**config.mk**
```make
export PLATFORM = sky130hd
export DESIGN_NAME = pe_row_skew_feeder
export DESIGN_NICKNAME = d
export VERILOG_FILES = /design/src/rtl/pe_row_skew_feeder.sv
export SDC_FILE = /design/constraint.sdc
export NUM_CORES = 1
export LEC_CHECK = 0
export BUFFER_PORTS_ARGS = -buffer_cell sky130_fd_sc_hd__buf_2
export CORE_MARGIN = 2
export CORE_UTILIZATION = 55
export CTS_CLUSTER_SIZE = 16
export DETAILED_ROUTE_END_ITERATION = 16
export HOLD_SLACK_MARGIN = 0.1
export PLACE_DENSITY_LB_ADDON = 0.1
export SLEW_MARGIN = 40
export SYNTH_ARGS = -nofsm -noshare
export SYNTH_HDL_FRONTEND = slang
export SYNTH_SLANG_ARGS = --single-unit
```
**constraint.sdc**
```tcl
create_clock -name FD_clk -period 30.8 [get_ports FD_clk]
set_input_delay 3.08 -clock FD_clk [delete_from_list [all_inputs] [get_ports FD_clk]]
set_output_delay 3.08 -clock FD_clk [all_outputs]
set_load 0.01 [all_outputs]
```
**src/rtl/pe_row_skew_feeder.sv**
```systemverilog
`default_nettype none
// ============================================================================
// Module   : pe_row_skew_feeder
// Brief    : Vector FIFO feeding the PE array left edge with a diagonal row skew.
// Revision : 1.0 - initial release
// ============================================================================
module pe_row_skew_feeder #(
  parameter int DATA_WIDTH = 32,
  parameter int ROWS       = 4,
  parameter int DEPTH      = 4
) (
  input  logic                         FD_clk,
  input  logic                         FD_rst,
  input  logic                         FD_flush,
  input  logic                         FD_stall,
  input  logic                         FD_in_valid,
  output logic                         FD_in_ready,
  input  logic [ROWS*DATA_WIDTH-1:0]   FD_in_data,
  output logic [ROWS-1:0]              FD_left_en,
  output logic [ROWS*DATA_WIDTH-1:0]   FD_data_left,
  output logic                         FD_busy,
  output logic [$clog2(DEPTH+1)-1:0]   FD_count
);

  localparam int CW = $clog2(DEPTH + 1);
  localparam int PW = $clog2(DEPTH);
  localparam logic [CW-1:0] C_DEPTH    = CW'(DEPTH);
  localparam logic [PW-1:0] C_LAST_PTR = PW'(DEPTH - 1);

  typedef enum logic [1:0] {
    ST_IDLE  = 2'd0,
    ST_RUN   = 2'd1,
    ST_DRAIN = 2'd2
  } state_t;

  state_t                      r_state, w_state_nxt;
  logic [ROWS*DATA_WIDTH-1:0]  r_mem [DEPTH];
  logic [PW-1:0]               r_wr_ptr, r_rd_ptr;
  logic [CW-1:0]               r_count, w_count_nxt;
  logic                        w_can_accept, w_push, w_pop;
  logic [ROWS*DATA_WIDTH-1:0]  w_head;
  logic [ROWS-1:0]             w_pend;

  function automatic logic [PW-1:0] f_ptr_inc(input logic [PW-1:0] p);
    return (p == C_LAST_PTR) ? '0 : p + PW'(1);
  endfunction

  // A full FIFO refuses pushes even when a pop frees a slot in the same cycle.
  assign w_can_accept = !FD_flush && (r_count < C_DEPTH);
  assign FD_in_ready  = !FD_rst && w_can_accept;
  assign w_push       = FD_in_valid && w_can_accept;
  assign w_pop        = (r_count != '0) && !FD_stall && !FD_flush;
  assign w_head       = r_mem[r_rd_ptr];
  assign FD_count     = r_count;
  assign FD_busy      = (r_state != ST_IDLE);

  always_comb begin
    w_count_nxt = r_count;
    if (FD_flush)
      w_count_nxt = '0;
    else if (w_push && !w_pop)
      w_count_nxt = r_count + CW'(1);
    else if (!w_push && w_pop)
      w_count_nxt = r_count - CW'(1);
  end

  always_ff @(posedge FD_clk or posedge FD_rst) begin
    if (FD_rst) begin
      r_wr_ptr <= '0;
      r_rd_ptr <= '0;
      r_count  <= '0;
    end else begin
      r_count <= w_count_nxt;
      if (FD_flush) begin
        r_wr_ptr <= '0;
        r_rd_ptr <= '0;
      end else begin
        if (w_push) r_wr_ptr <= f_ptr_inc(r_wr_ptr);
        if (w_pop)  r_rd_ptr <= f_ptr_inc(r_rd_ptr);
      end
    end
  end

  always_ff @(posedge FD_clk) begin
    if (w_push) r_mem[r_wr_ptr] <= FD_in_data;
  end

  // Lane r is r+1 stages deep; data only advances behind a valid bit so the
  // output register keeps the last emitted element while the lane is empty.
  for (genvar r = 0; r < ROWS; r++) begin : g_lane
    logic [r:0]            r_v;
    logic [r:0]            w_v_nxt;
    logic [DATA_WIDTH-1:0] r_d [r+1];

    always_comb begin
      w_v_nxt = r_v;
      if (FD_flush) begin
        w_v_nxt = '0;
      end else if (!FD_stall) begin
        for (int s = r; s > 0; s--) w_v_nxt[s] = r_v[s-1];
        w_v_nxt[0] = w_pop;
      end
    end

    always_ff @(posedge FD_clk or posedge FD_rst) begin
      if (FD_rst) begin
        r_v <= '0;
        for (int s = 0; s <= r; s++) r_d[s] <= '0;
      end else begin
        r_v <= w_v_nxt;
        if (FD_flush) begin
          for (int s = 0; s <= r; s++) r_d[s] <= '0;
        end else if (!FD_stall) begin
          if (w_pop) r_d[0] <= w_head[r*DATA_WIDTH +: DATA_WIDTH];
          for (int s = 1; s <= r; s++) begin
            if (r_v[s-1]) r_d[s] <= r_d[s-1];
          end
        end
      end
    end

    assign FD_left_en[r]                              = r_v[r] && !FD_stall;
    assign FD_data_left[r*DATA_WIDTH +: DATA_WIDTH]   = r_d[r];

    // Drain is complete once the last element sits in its output register.
    if (r == 0) begin : g_pend_none
      assign w_pend[r] = 1'b0;
    end else begin : g_pend_chain
      assign w_pend[r] = |w_v_nxt[r-1:0];
    end
  end

  always_ff @(posedge FD_clk or posedge FD_rst) begin
    if (FD_rst) r_state <= ST_IDLE;
    else        r_state <= w_state_nxt;
  end

  always_comb begin
    w_state_nxt = r_state;
    if (FD_flush) begin
      w_state_nxt = ST_IDLE;
    end else begin
      case (r_state)
        ST_IDLE: begin
          if (w_push) w_state_nxt = ST_RUN;
        end
        ST_RUN: begin
          if (w_count_nxt == '0) w_state_nxt = (|w_pend) ? ST_DRAIN : ST_IDLE;
        end
        ST_DRAIN: begin
          if (w_push)        w_state_nxt = ST_RUN;
          else if (!(|w_pend)) w_state_nxt = ST_IDLE;
        end
        default: w_state_nxt = ST_IDLE;
      endcase
    end
  end

endmodule
`default_nettype wire

```
==> summary.md, run 1 <==
| Metric | Value |
|---|---|
| Count of pins over their slew limit | 0 |
| Final period demand of the worst path | 6.90 ns |
| Rows | 88 |
| Final TNS setup | 0 ns |
| Post-synth top flop | edfxtp_1 |
| Fin crit share | 22.4% |
| WP data required | 27.72 ns |
| Post-CTS Setup Bufs | 0 |
| Kind of end point of the critical path | output port |
| Vias post-DR | 16.4k |
| Max-cap violation count | 0 |
| Post-route insts no fill | 2900 |
| Clock sinks | 851 |
| Hold Path Depth | 1 |
| Max H-tree Level | 3 |
| Fill cells | 4184 |
| Overflow after GRT | 0 |
| Psw | 598 uW |
| Crit path DAT | 3.82 ns |
| Peak supply drop | 53.5 uV |
| Synth Area per Inst | 17.0 sq um |
| Status | completed |
| PortBufs | 269 |
| Seq pwr share | 49.8% |
| Reg2reg start | r_rd_ptr[0]$_DFFE_PP0P_ |
| CTS Root Buffer Type | clkbuf_16 |
| Initial antenna violation count | 16 |
| Overall die width | 245 microns |
| Global-route usage over all layers | 22.2% |
| Switching part of the total | 22.9% |
| Final nets | 2192 |
| P_int | 2.02 mW |
| HP Start | g_lane[2].r_d[95]$_DFFE_PP0P_ |
| Layout cells sized above 1 | 27.6% |
| Vias in the first global route | 17.2k |
| CP startpoint kind | input port |
| Netlist Area Pre-Place | 31800 sq um |
| Post-Place Cells | 2730 |
| Rel. slew slack | 44.1% |
| Post-synthesis sequential area ratio | 74.9% |
| Clk pin slew, worst setup/hold paths | 0.06 ns |
| Largest net degree at the start of global routing | 124 |
| TritonCTS clock tree | done |
| Reg2reg end | g_lane[3].r_d[108]$_DFFE_PP0P_ |
| Actual slew at the worst max-slew pin | 0.838 ns |
| Combinational power share | 10.0% |
| GP Congestion | 0.756 |
| Drt first-iter violations | 1259 |
| Critical path peak fanout | 30 |
| Max clock buf depth | 3 |
| Post-route DRC violation count | 0 |
| Cell Pwr Density | 71.9 nW/um^2 |
| Core box area | 57500 sq um |
| Drt total wl | 64800 microns |
| Clock Skew | 0.0140 ns |
| Die Ht | 245 microns |
| First-pass GRT wire length | 101000 microns |
| Clock Latency Late Sink | 0.61 ns |
| F_max | 145 MHz |
| Hold EP | g_lane[2].r_d[63]$_DFFE_PP0P_ |
| Synth warn | 0 |
| Yosys reg bits | 851 |
| I/O Pins | 270 |
| Area of the multi-input gates | 6830 sq um |
| Pwr Total | 2.61 mW |
| Syn Inst Count | 1877 |
| Register Area | 23900 sq um |
| Wirelength per Cell | 22.3 microns |
| Unrepaired setup endpoints after global routing | false |
| Library cells used by synthesis | 34 |
| Antenna-violating nets left | 0 |
| Final Hold Viols | 0 |
| FF-to-FF setup slack | 27.84 ns |
| HPWL after DPL | 36900 microns |
| Setup CP Type | input port to output port |
| Via-to-Cell Ratio | 5.66 |
| CTS-repair resized insts | 0 |
| CTS Buf Count | 83 |
| Setup violations, final | 0 |
| Synth async-reset ratio | 39.8% |
| Post-synth EDFFs | 512 |
| Clock share of power | 40.2% |
| Hold_buf cts | 0 |
| Syn nets | 2018 |
| Die Area | 59800 sq um |
| P&R area growth vs syn | 14.2% |
| Reg2Reg Depth | 5 |
| DRT Pass-1 Iters | 5 |
| Min-Delay Path Class | flop to flop |
| Initial Util | 55.4% |
| Leak pwr | 14.2 nW |
==> power groups by stage <==
stage / Clock, mW / Sequential, mW / Combinational, mW
CTS: 1.07 / 1.30 / 0.268
finish: 1.05 / 1.30 / 0.262
floorplan: 0 / 1.32 / 0.185
global placement: 0 / 1.32 / 0.260
detailed placement: 0 / 1.32 / 0.266
global route: 1.12 / 1.31 / 0.289
==> state kept, by name, indices dropped and copies added (netlist names) <==
register / cells
r_rd_ptr: 2
FD_data_left: 96
g_lane.r_d: 224
r_wr_ptr: 2
FD_count: 3
g_lane.r_v: 10
r_state: 2
r_mem: 512
==> worst max-delay path by stage <==
| stage | startpoint | slack (ns) | end |
|---|---|---|---|
| 2_1_floorplan | FD_rst | 18.33 | FD_count[0]$_DFF_PP0_ |
| 3_3_place_gp | FD_flush | 23.94 | FD_in_ready |
| 3_5_place_dp | FD_stall | 23.92 | FD_left_en[0] |
| 4_1_cts | FD_stall | 23.92 | FD_left_en[0] |
| 5_1_grt | FD_stall | 23.84 | FD_left_en[2] |
| 6_report | FD_stall | 23.90 | FD_left_en[0] |
==> placed cells by master (no fill, tap or decap), types with 8 or more instances in the layout <==
| cell | synthesis | routed |
|---|---|---|
| clkinv_2 | 0 | 17 |
| dfrtp_1 | 339 | 337 |
| inv_1 | 11 | 10 |
| clkbuf_8 | 0 | 14 |
| clkbuf_1 | 88 | 21 |
| a22o_1 | 192 | 192 |
| a21oi_1 | 142 | 142 |
| nand2_1 | 262 | 261 |
| clkbuf_16 | 0 | 91 |
| diode_2 | 0 | 14 |
| buf_4 | 96 | 15 |
| edfxtp_1 | 512 | 512 |
| ha_1 | 8 | 8 |
| mux4_2 | 128 | 128 |
| buf_6 | 0 | 13 |
| nor2_1 | 25 | 19 |
| bufinv_16 | 0 | 8 |
| buf_2 | 15 | 268 |
==> layer usage <==
metal	track usage, %	vias up	share of wire (%)
li1	-	7399	-
met1	30.4	8561	43
met2	36.3	348	50
met3	4.65	96	4.8
met4	6.90	8	2.1
met5	0	-	0.080
==> metrics by stage <==
step           util [%]  cell area (sq um)  setup slack, ns  hold slack, ns
3_5_place_dp       58.1              33400            23.92           0.473
2_1_floorplan         -              31800            18.33           0.466
4_1_cts            63.2              36300            23.92           0.481
6_report           63.3              36400            23.90           0.482
3_3_place_gp       57.9              33300            23.94           0.473
5_1_grt            63.2              36300            23.84           0.502
==> area by class of cell <==
| cell class | instances | area share [%] |
|---|---|---|
| diodes | 14 | 0.0964 |
| clock buffers | 126 | 7.01 |
| well taps | 765 | 2.63 |
| multi-input cells | 802 | 18.8 |
| clock inverters | 29 | 0.957 |
| inverters | 11 | 0.148 |
| repair buffers | 302 | 4.74 |
| flip-flops and latches | 851 | 65.6 |
==> synthesized netlist by cell type, types with 11 or more instances <==
master | n | share of area [%]
buf_1 | 14 | 0.17
nor2_1 | 25 | 0.29
dfrtp_1 | 339 | 27
nand2_1 | 262 | 3.1
buf_4 | 96 | 2.3
inv_1 | 11 | 0.13
clkbuf_1 | 88 | 1.0
buf_2 | 15 | 0.24
edfxtp_1 | 512 | 48
a21oi_1 | 142 | 2.2
mux4_2 | 128 | 9.1
a22o_1 | 192 | 5.3
==> critical path, stage by stage <==
cell and delay, ns:
buf_2 0.45, nor2_1 0.12, buf_2 0.16
==> kinds of logic after synthesis <==
family          after synthesis  share of synthesized area (%)
compound gates              344                           7.79
flops                       851                           74.9
fa+ha+maj                     8                          0.314
xor+xnor                      1                         0.0275
simple gates                319                           4.00
mux                         130                           9.12
buf+inv                     224                           3.83
(Power assumes the default switching activity.)
==> run 2: changes to the inputs <==
==> constraint.sdc (replaced) <==
create_clock -name FD_clk -period 6.5 [get_ports FD_clk]
set_input_delay 0.65 -clock FD_clk [delete_from_list [all_inputs] [get_ports FD_clk]]
set_output_delay 0.65 -clock FD_clk [all_outputs]
set_load 0.01 [all_outputs]
==> run 2 against run 1 <==
Final area decreased by 0.31%. Non-clock buffer count increased by 4. Clock skew rose by 0.0075 ns. Clock power rose to 4.4 times the previous value. Sequential share of layout area is 0.21 points higher. Final cell count is 0.21% higher. Sequential power grew to 4.7 times the previous value. First-iteration DRC count fell by 14%. Utilization down 0.20 points. Hold slack lost 0.24 ns. Combinational power grew to 4.8 times the previous value. Setup slack worse by 20 ns. Critical path type is now flop to flop. Largest cell class unchanged. Largest power group unchanged.
==> summary.md, run 2 (same netlist as run 1, synthesis figures left out) <==
| Metric | Value |
|---|---|
| Clock Skew | 0.0215 ns |
| Final nets | 2196 |
| Fill cells | 4214 |
| F_max | 342 MHz |
| Vias in the first global route | 16.9k |
| Initial Util | 55.4% |
| Max clock buf depth | 3 |
| Vias post-DR | 16.5k |
| Crit-path cells | inv_1 > ha_1 > or2b_1 > and2_4 > buf_12 > buf_6 > nand2_1 > a21oi_1 |
| Fin crit share | 45.0% |
| Placed inst area | 33500 sq um |
| Hold Path Depth | 1 |
| CP startpoint kind | flop |
| Final Cell Area | 36200 sq um |
| Flip-flop count of the largest register after layout | 512 |
| Wirelength per Cell | 22.4 microns |
| Pre-CTS setup slack | 3.38 ns |
| Peak supply drop | 227 uV |
| PortBufs | 269 |
| Global-route usage over all layers | 22.3% |
| Post-route insts no fill | 2906 |
| Largest stage delay on the critical path | 0.55 ns |
| DRT Pass-1 Iters | 4 |
| CTS Buf Count | 83 |
| Leak pwr | 14.1 nW |
| Rows | 88 |
| Rel. slew slack | 46.4% |
| Final TNS setup | 0 ns |
| HPWL after DPL | 38400 microns |
| Kind of end point of the critical path | flop |
| Max-cap violation count | 0 |
| Clk pin slew, worst setup/hold paths | 0.06 ns |
| CTS-repair resized insts | 0 |
| P&R area growth vs syn | 13.8% |
| CTS Root Buffer Type | clkbuf_16 |
| Largest net degree at the start of global routing | 87 |
| Setup CP Type | flop to flop |
| Die Ht | 245 microns |
| TritonCTS clock tree | done |
| Commonest cells after routing, fill and taps aside | 512 x edfxtp_1, 337 x dfrtp_1, 268 x buf_2, 261 x nand2_1, 192 x a22o_1 |
| Actual slew at the worst max-slew pin | 0.805 ns |
| Status | completed |
| Max H-tree Level | 3 |
| WP data required | 7.03 ns |
| Post-route DRC violation count | 0 |
| Slowest cell on the critical path | buf_6 |
| Via-to-Cell Ratio | 5.66 |
| Layout cells sized above 1 | 27.1% |
| Post-Place Cells | 2733 |
| Crit path DAT | 3.46 ns |
| Drt total wl | 65100 microns |
| Area of the multi-input gates | 6840 sq um |
| Initial antenna violation count | 31 |
| Min-Delay Path Class | input port to flop |
| Setup violations, final | 0 |
| Final period demand of the worst path | 2.93 ns |
| Antenna-violating nets left | 0 |
| Overall die width | 245 microns |
| Overflow after GRT | 0 |
| Unrepaired setup endpoints after global routing | false |
| I/O Pins | 270 |
| Register Area | 23900 sq um |
| Largest Register | r_mem |
| Die Area | 59800 sq um |
| Clock Latency Late Sink | 0.62 ns |
| Post-CTS Setup Bufs | 0 |
| Count of pins over their slew limit | 0 |
| GP Congestion | 0.763 |
| Drt first-iter violations | 1080 |
| First-pass GRT wire length | 101000 microns |
| Critical path peak fanout | 67 |
| Core box area | 57500 sq um |
| Reg2Reg Depth | 8 |
| Final Hold Viols | 0 |
| Hold_buf cts | 1 |
| Cell Pwr Density | 331 nW/um^2 |
| Final worst-path setup slack | 3.57 ns |
| Commonest non-fill, non-tap cell in the layout | edfxtp_1 |
| Hold WS | 0.239 ns |
| Clock sinks | 851 |
==> run 2: cell types whose count changed in the layout (fill, tap and decap cells not counted), sizes merged <==
cell / previous run / this run
bufinv: 8 / 1
diode: 14 / 15
buf: 302 / 303
dlygate4sd3: 0 / 1
clkinv: 19 / 25
inv: 11 / 13
clkbuf: 126 / 128
==> run 2: final cells by class <==
class | instances | area share, %
multi-input combinational | 802 | 18.9
tap | 765 | 2.64
timing repair buffer | 306 | 5.17
clock buffer | 126 | 6.69
sequential | 851 | 65.8
clock inverter | 30 | 0.542
antenna | 15 | 0.104
inverter | 11 | 0.124
==> run 2: metrics by stage <==
step	util, %	power [mW]
final	63.1	12.0
after global routing	63.0	12.5
after CTS	62.9	12.1
after detailed placement	58.4	7.56
after global placement	57.9	7.49
after floorplan	-	7.12
==> run 2: final timing paths <==
path | startpoint | endpoint | slack, ns
hold / removal | FD_in_data[126] | r_mem[2][126]$_DFFE_PP_ | 0.24
setup / recovery | FD_count[1]$_DFF_PP0_ | g_lane[1].r_d[37]$_DFFE_PP0P_ | 3.57
min in group asynchronous | FD_rst | FD_data_left[98]$_DFFE_PP0P_ | 0.64
hold reg to reg | g_lane[2].r_d[82]$_DFFE_PP0P_ | g_lane[2].r_d[50]$_DFFE_PP0P_ | 0.49
max in group asynchronous | FD_rst | g_lane[0].r_d[27]$_DFFE_PP0P_ | 4.75
setup reg to reg | FD_count[1]$_DFF_PP0_ | g_lane[1].r_d[37]$_DFFE_PP0P_ | 3.57
==> run 2: layer usage <==
layer | global-route usage (%) | up-vias | part of all wire, %
met4 | 7.01 | 24 | 1.9
met5 | 0 | - | 0.20
li1 | - | 7413 | -
met1 | 30.6 | 8504 | 42
met3 | 5.43 | 110 | 6.8
met2 | 35.9 | 411 | 49
==> run 2: power breakdown <==
| part | leakage [nW] | internal [mW] | switching, mW | total [mW] |
|---|---|---|---|---|
| Sequential | 9.32 | 6.03 | 0.134 | 6.16 |
| Combinational | 3.52 | 0.516 | 0.753 | 1.27 |
| Clock | 1.29 | 2.62 | 1.94 | 4.57 |
==> run 2: worst max-delay path: cells and delay by family, from the launching register on <==
kind,cells,cell delay (ns)
DFF,1,0.43
and+or+nand+nor,3,0.98
AOI/OAI and AO/OA,1,0.18
buffers and inverters,3,0.92
adders and majority gates,1,0.24
==> run 3: changes to the inputs <==
--- a/config.mk
+++ b/config.mk
@@ -5,6 +5,7 @@
 export SDC_FILE = /design/constraint.sdc
 export NUM_CORES = 1
 export LEC_CHECK = 0
+export ABC_AREA = 1
 export BUFFER_PORTS_ARGS = -buffer_cell sky130_fd_sc_hd__buf_2
 export CORE_MARGIN = 2
 export CORE_UTILIZATION = 55
==> constraint.sdc (replaced) <==
create_clock -name FD_clk -period 3 [get_ports FD_clk]
set_input_delay 0.3 -clock FD_clk [delete_from_list [all_inputs] [get_ports FD_clk]]
set_output_delay 0.3 -clock FD_clk [all_outputs]
set_load 0.01 [all_outputs]
==> run 3 against run 2 <==
Sequential cell count unchanged. Hold slack got worse by 0.015 ns. Non-clock buffer count up 141. Routed wire length is 17% higher. Synthesized cell count grew 42%. Final area rose by 5.4%. Clock power rose by 130%. Setup slack lost 2.9 ns.
==> summary.md, run 3 <==
| Metric | Value |
|---|---|
| HPWL after DPL | 42200 microns |
| Global-route usage over all layers | 25.1% |
| Min-Delay Path Class | input port to async pin |
| Cell Pwr Density | 684 nW/um^2 |
| Fin crit share | 76.6% |
| P&R area growth vs syn | 17.2% |
| Drt first-iter violations | 1601 |
| Leak pwr | 15.2 nW |
| Antenna-violating nets left | 0 |
| Mux share of post-synthesis cell area | 0% |
| Synth async-reset ratio | 39.8% |
| Kind of end point of the critical path | output port |
| Synth warn | 0 |
| Rel. slew slack | 42.9% |
| DRT Pass-1 Iters | 5 |
| Synth area leader | edfxtp_1 |
| Via-to-Cell Ratio | 5.58 |
| Commonest non-fill, non-tap cell in the layout | edfxtp_1 |
| FF-to-FF setup slack | 0.89 ns |
| Pwr Total | 26.2 mW |
| Reg2reg start | r_rd_ptr[1]$_DFFE_PP0P_ |
| Overflow after GRT | 0 |
| Post-route insts no fill | 3777 |
| Die Ht | 248 microns |
| Max H-tree Level | 3 |
| Crit path DAT | 2.00 ns |
| Count of pins over their slew limit | 0 |
| CTS Buf Count | 85 |
| WP data required | 2.70 ns |
| Wirelength per Cell | 20.1 microns |
| Post-CTS Setup Bufs | 0 |
| Setup CP Type | input port to output port |
| Reg2Reg Depth | 5 |
| TritonCTS clock tree | done |
| Overall die width | 248 microns |
| Placed inst area | 34100 sq um |
| Vias post-DR | 21.1k |
| Largest net degree at the start of global routing | 155 |
| Vias in the first global route | 21.1k |
| Largest Register | r_mem |
| Clock Skew | 0.0211 ns |
| Rows | 89 |
| Post-synthesis compound-gate area fraction | 11.5% |
| Flip-flop count of the largest register after layout | 512 |
| Hold_buf cts | 131 |
| Synth area leaders | edfxtp_1 47%, dfrtp_1 26%, o21ai_0 6.0% |
| CTS Root Buffer Type | clkbuf_16 |
| Final period demand of the worst path | 2.30 ns |
| Initial Util | 55.5% |
| Layout cells sized above 1 | 15.6% |
| Adder-cell share of the synthesized area | 0.307% |
| Clock sinks | 851 |
| Post-Synth XOR/XNOR Area | 0.0269% |
| Yosys reg bits | 851 |
| Setup violations, final | 0 |
| Library cells used by synthesis | 29 |
| Netlist Area Pre-Place | 32600 sq um |
| Fill cells | 4477 |
| Fin util | 65.0% |
| Top post-synthesis cells by count | 512 x edfxtp_1, 394 x o21ai_0, 339 x dfrtp_1, 270 x nor2_1, 222 x inv_1 |
| Final nets | 3071 |
| Unrepaired setup endpoints after global routing | false |
| Clock Latency Late Sink | 0.63 ns |
| Post-Place Cells | 3484 |
| Max-cap violation count | 0 |
| Clk pin slew, worst setup/hold paths | 0.06 ns |
| Commonest cells after routing, fill and taps aside | 512 x edfxtp_1, 394 x o21ai_0, 337 x dfrtp_1, 269 x buf_2, 266 x nor2_1 |
| Syn Inst Count | 2657 |
| I/O Pins | 270 |
| GP Congestion | 0.804 |
| Peak supply drop | 475 uV |
| Drt total wl | 76000 microns |
| Critical path peak fanout | 52 |
| PortBufs | 269 |
| Max clock buf depth | 3 |
| Reg2reg end | g_lane[2].r_d[89]$_DFFE_PP0P_ |
| Initial antenna violation count | 6 |
| Syn nets | 2798 |
| Die Area | 61300 sq um |
| Core box area | 58800 sq um |
| Post-synth top flop | edfxtp_1 |
| CP startpoint kind | input port |
| F_max | 435 MHz |
| Post-synthesis sequential area ratio | 73.2% |
| Post-Synth Simple-Gate Area | 7.82% |
| Post-synth top area share | 47.1% |
| First-pass GRT wire length | 118000 microns |
| Final Hold Viols | 0 |
| Post-route DRC violation count | 0 |
| Actual slew at the worst max-slew pin | 0.857 ns |
| Final Cell Area | 38200 sq um |
| Largest family of logic cells by synthesized area | compound AO/OA/AOI/OAI gates |
| CTS-repair resized insts | 0 |
| Status | completed |
| Post-synth EDFFs | 512 |
| Synth Area per Inst | 12.3 sq um |
| Most frequent cell after synthesis | edfxtp_1 |
run 3: per-stage QoR:
| stage | setup TNS (ns) | worst slack (ns) | hold WS (ns) |
|---|---|---|---|
| after floorplan | -671.03 | -1.83 | 0.399 |
| after global placement | 0 | 0.858 | 0.301 |
| after detailed placement | 0 | 0.767 | 0.303 |
| after CTS | 0 | 0.723 | 0.192 |
| after global routing | 0 | 0.604 | 0.227 |
| final | 0 | 0.703 | 0.224 |
run 3: kinds of logic after synthesis:
kind of cell	count (synthesis)
flip-flops	851
AO/OA/AOI/OAI	689
AND/OR/NAND/NOR	620
buffers and inverters	488
adder cells (fa/ha/maj)	8
XOR/XNOR	1
run 3: area by class of cell:
cell class,instances,area (sq um),share of cell area (%)
inverters,227,873,2.29
clock inverters,35,348,0.910
well taps,773,967,2.53
flip-flops and latches,851,23900,62.5
diodes,3,7.51,0.0196
clock buffers,123,2430,6.37
repair buffers,447,3260,8.53
multi-input cells,1318,6460,16.9
run 3: worst max path at each step:
stage	slack (ns)	startpoint	end
3_3_place_gp	0.86	FD_flush	FD_data_left[38]$_DFFE_PP0P_
5_1_grt	0.60	FD_flush	FD_data_left[89]$_DFFE_PP0P_
4_1_cts	0.72	FD_flush	FD_in_ready
2_1_floorplan	-1.83	FD_rst	FD_count[0]$_DFF_PP0_
6_report	0.70	FD_flush	FD_in_ready
3_5_place_dp	0.77	FD_flush	FD_data_left[45]$_DFFE_PP0P_
run 3: power breakdown:
group	switching (mW)	total [mW]	leakage (nW)	internal, mW
Combinational	1.72	2.52	4.54	0.792
Clock	4.35	10.5	1.36	6.17
Sequential	0.178	13.1	9.33	12.9
run 3: layer usage:
metal  GRT usage [%]  part of all wire [%]
met5               0                 0.088
met4            8.88                   2.7
met3            4.31                   6.3
met2            41.2                    49
met1            34.2                    42
run 3: worst max-delay path, stage by stage:
cell and delay, ns:
dlygate4sd3_1 0.59, buf_2 0.25, inv_8 0.32, nand2_1 0.24, nor2_1 0.13, buf_2 0.15
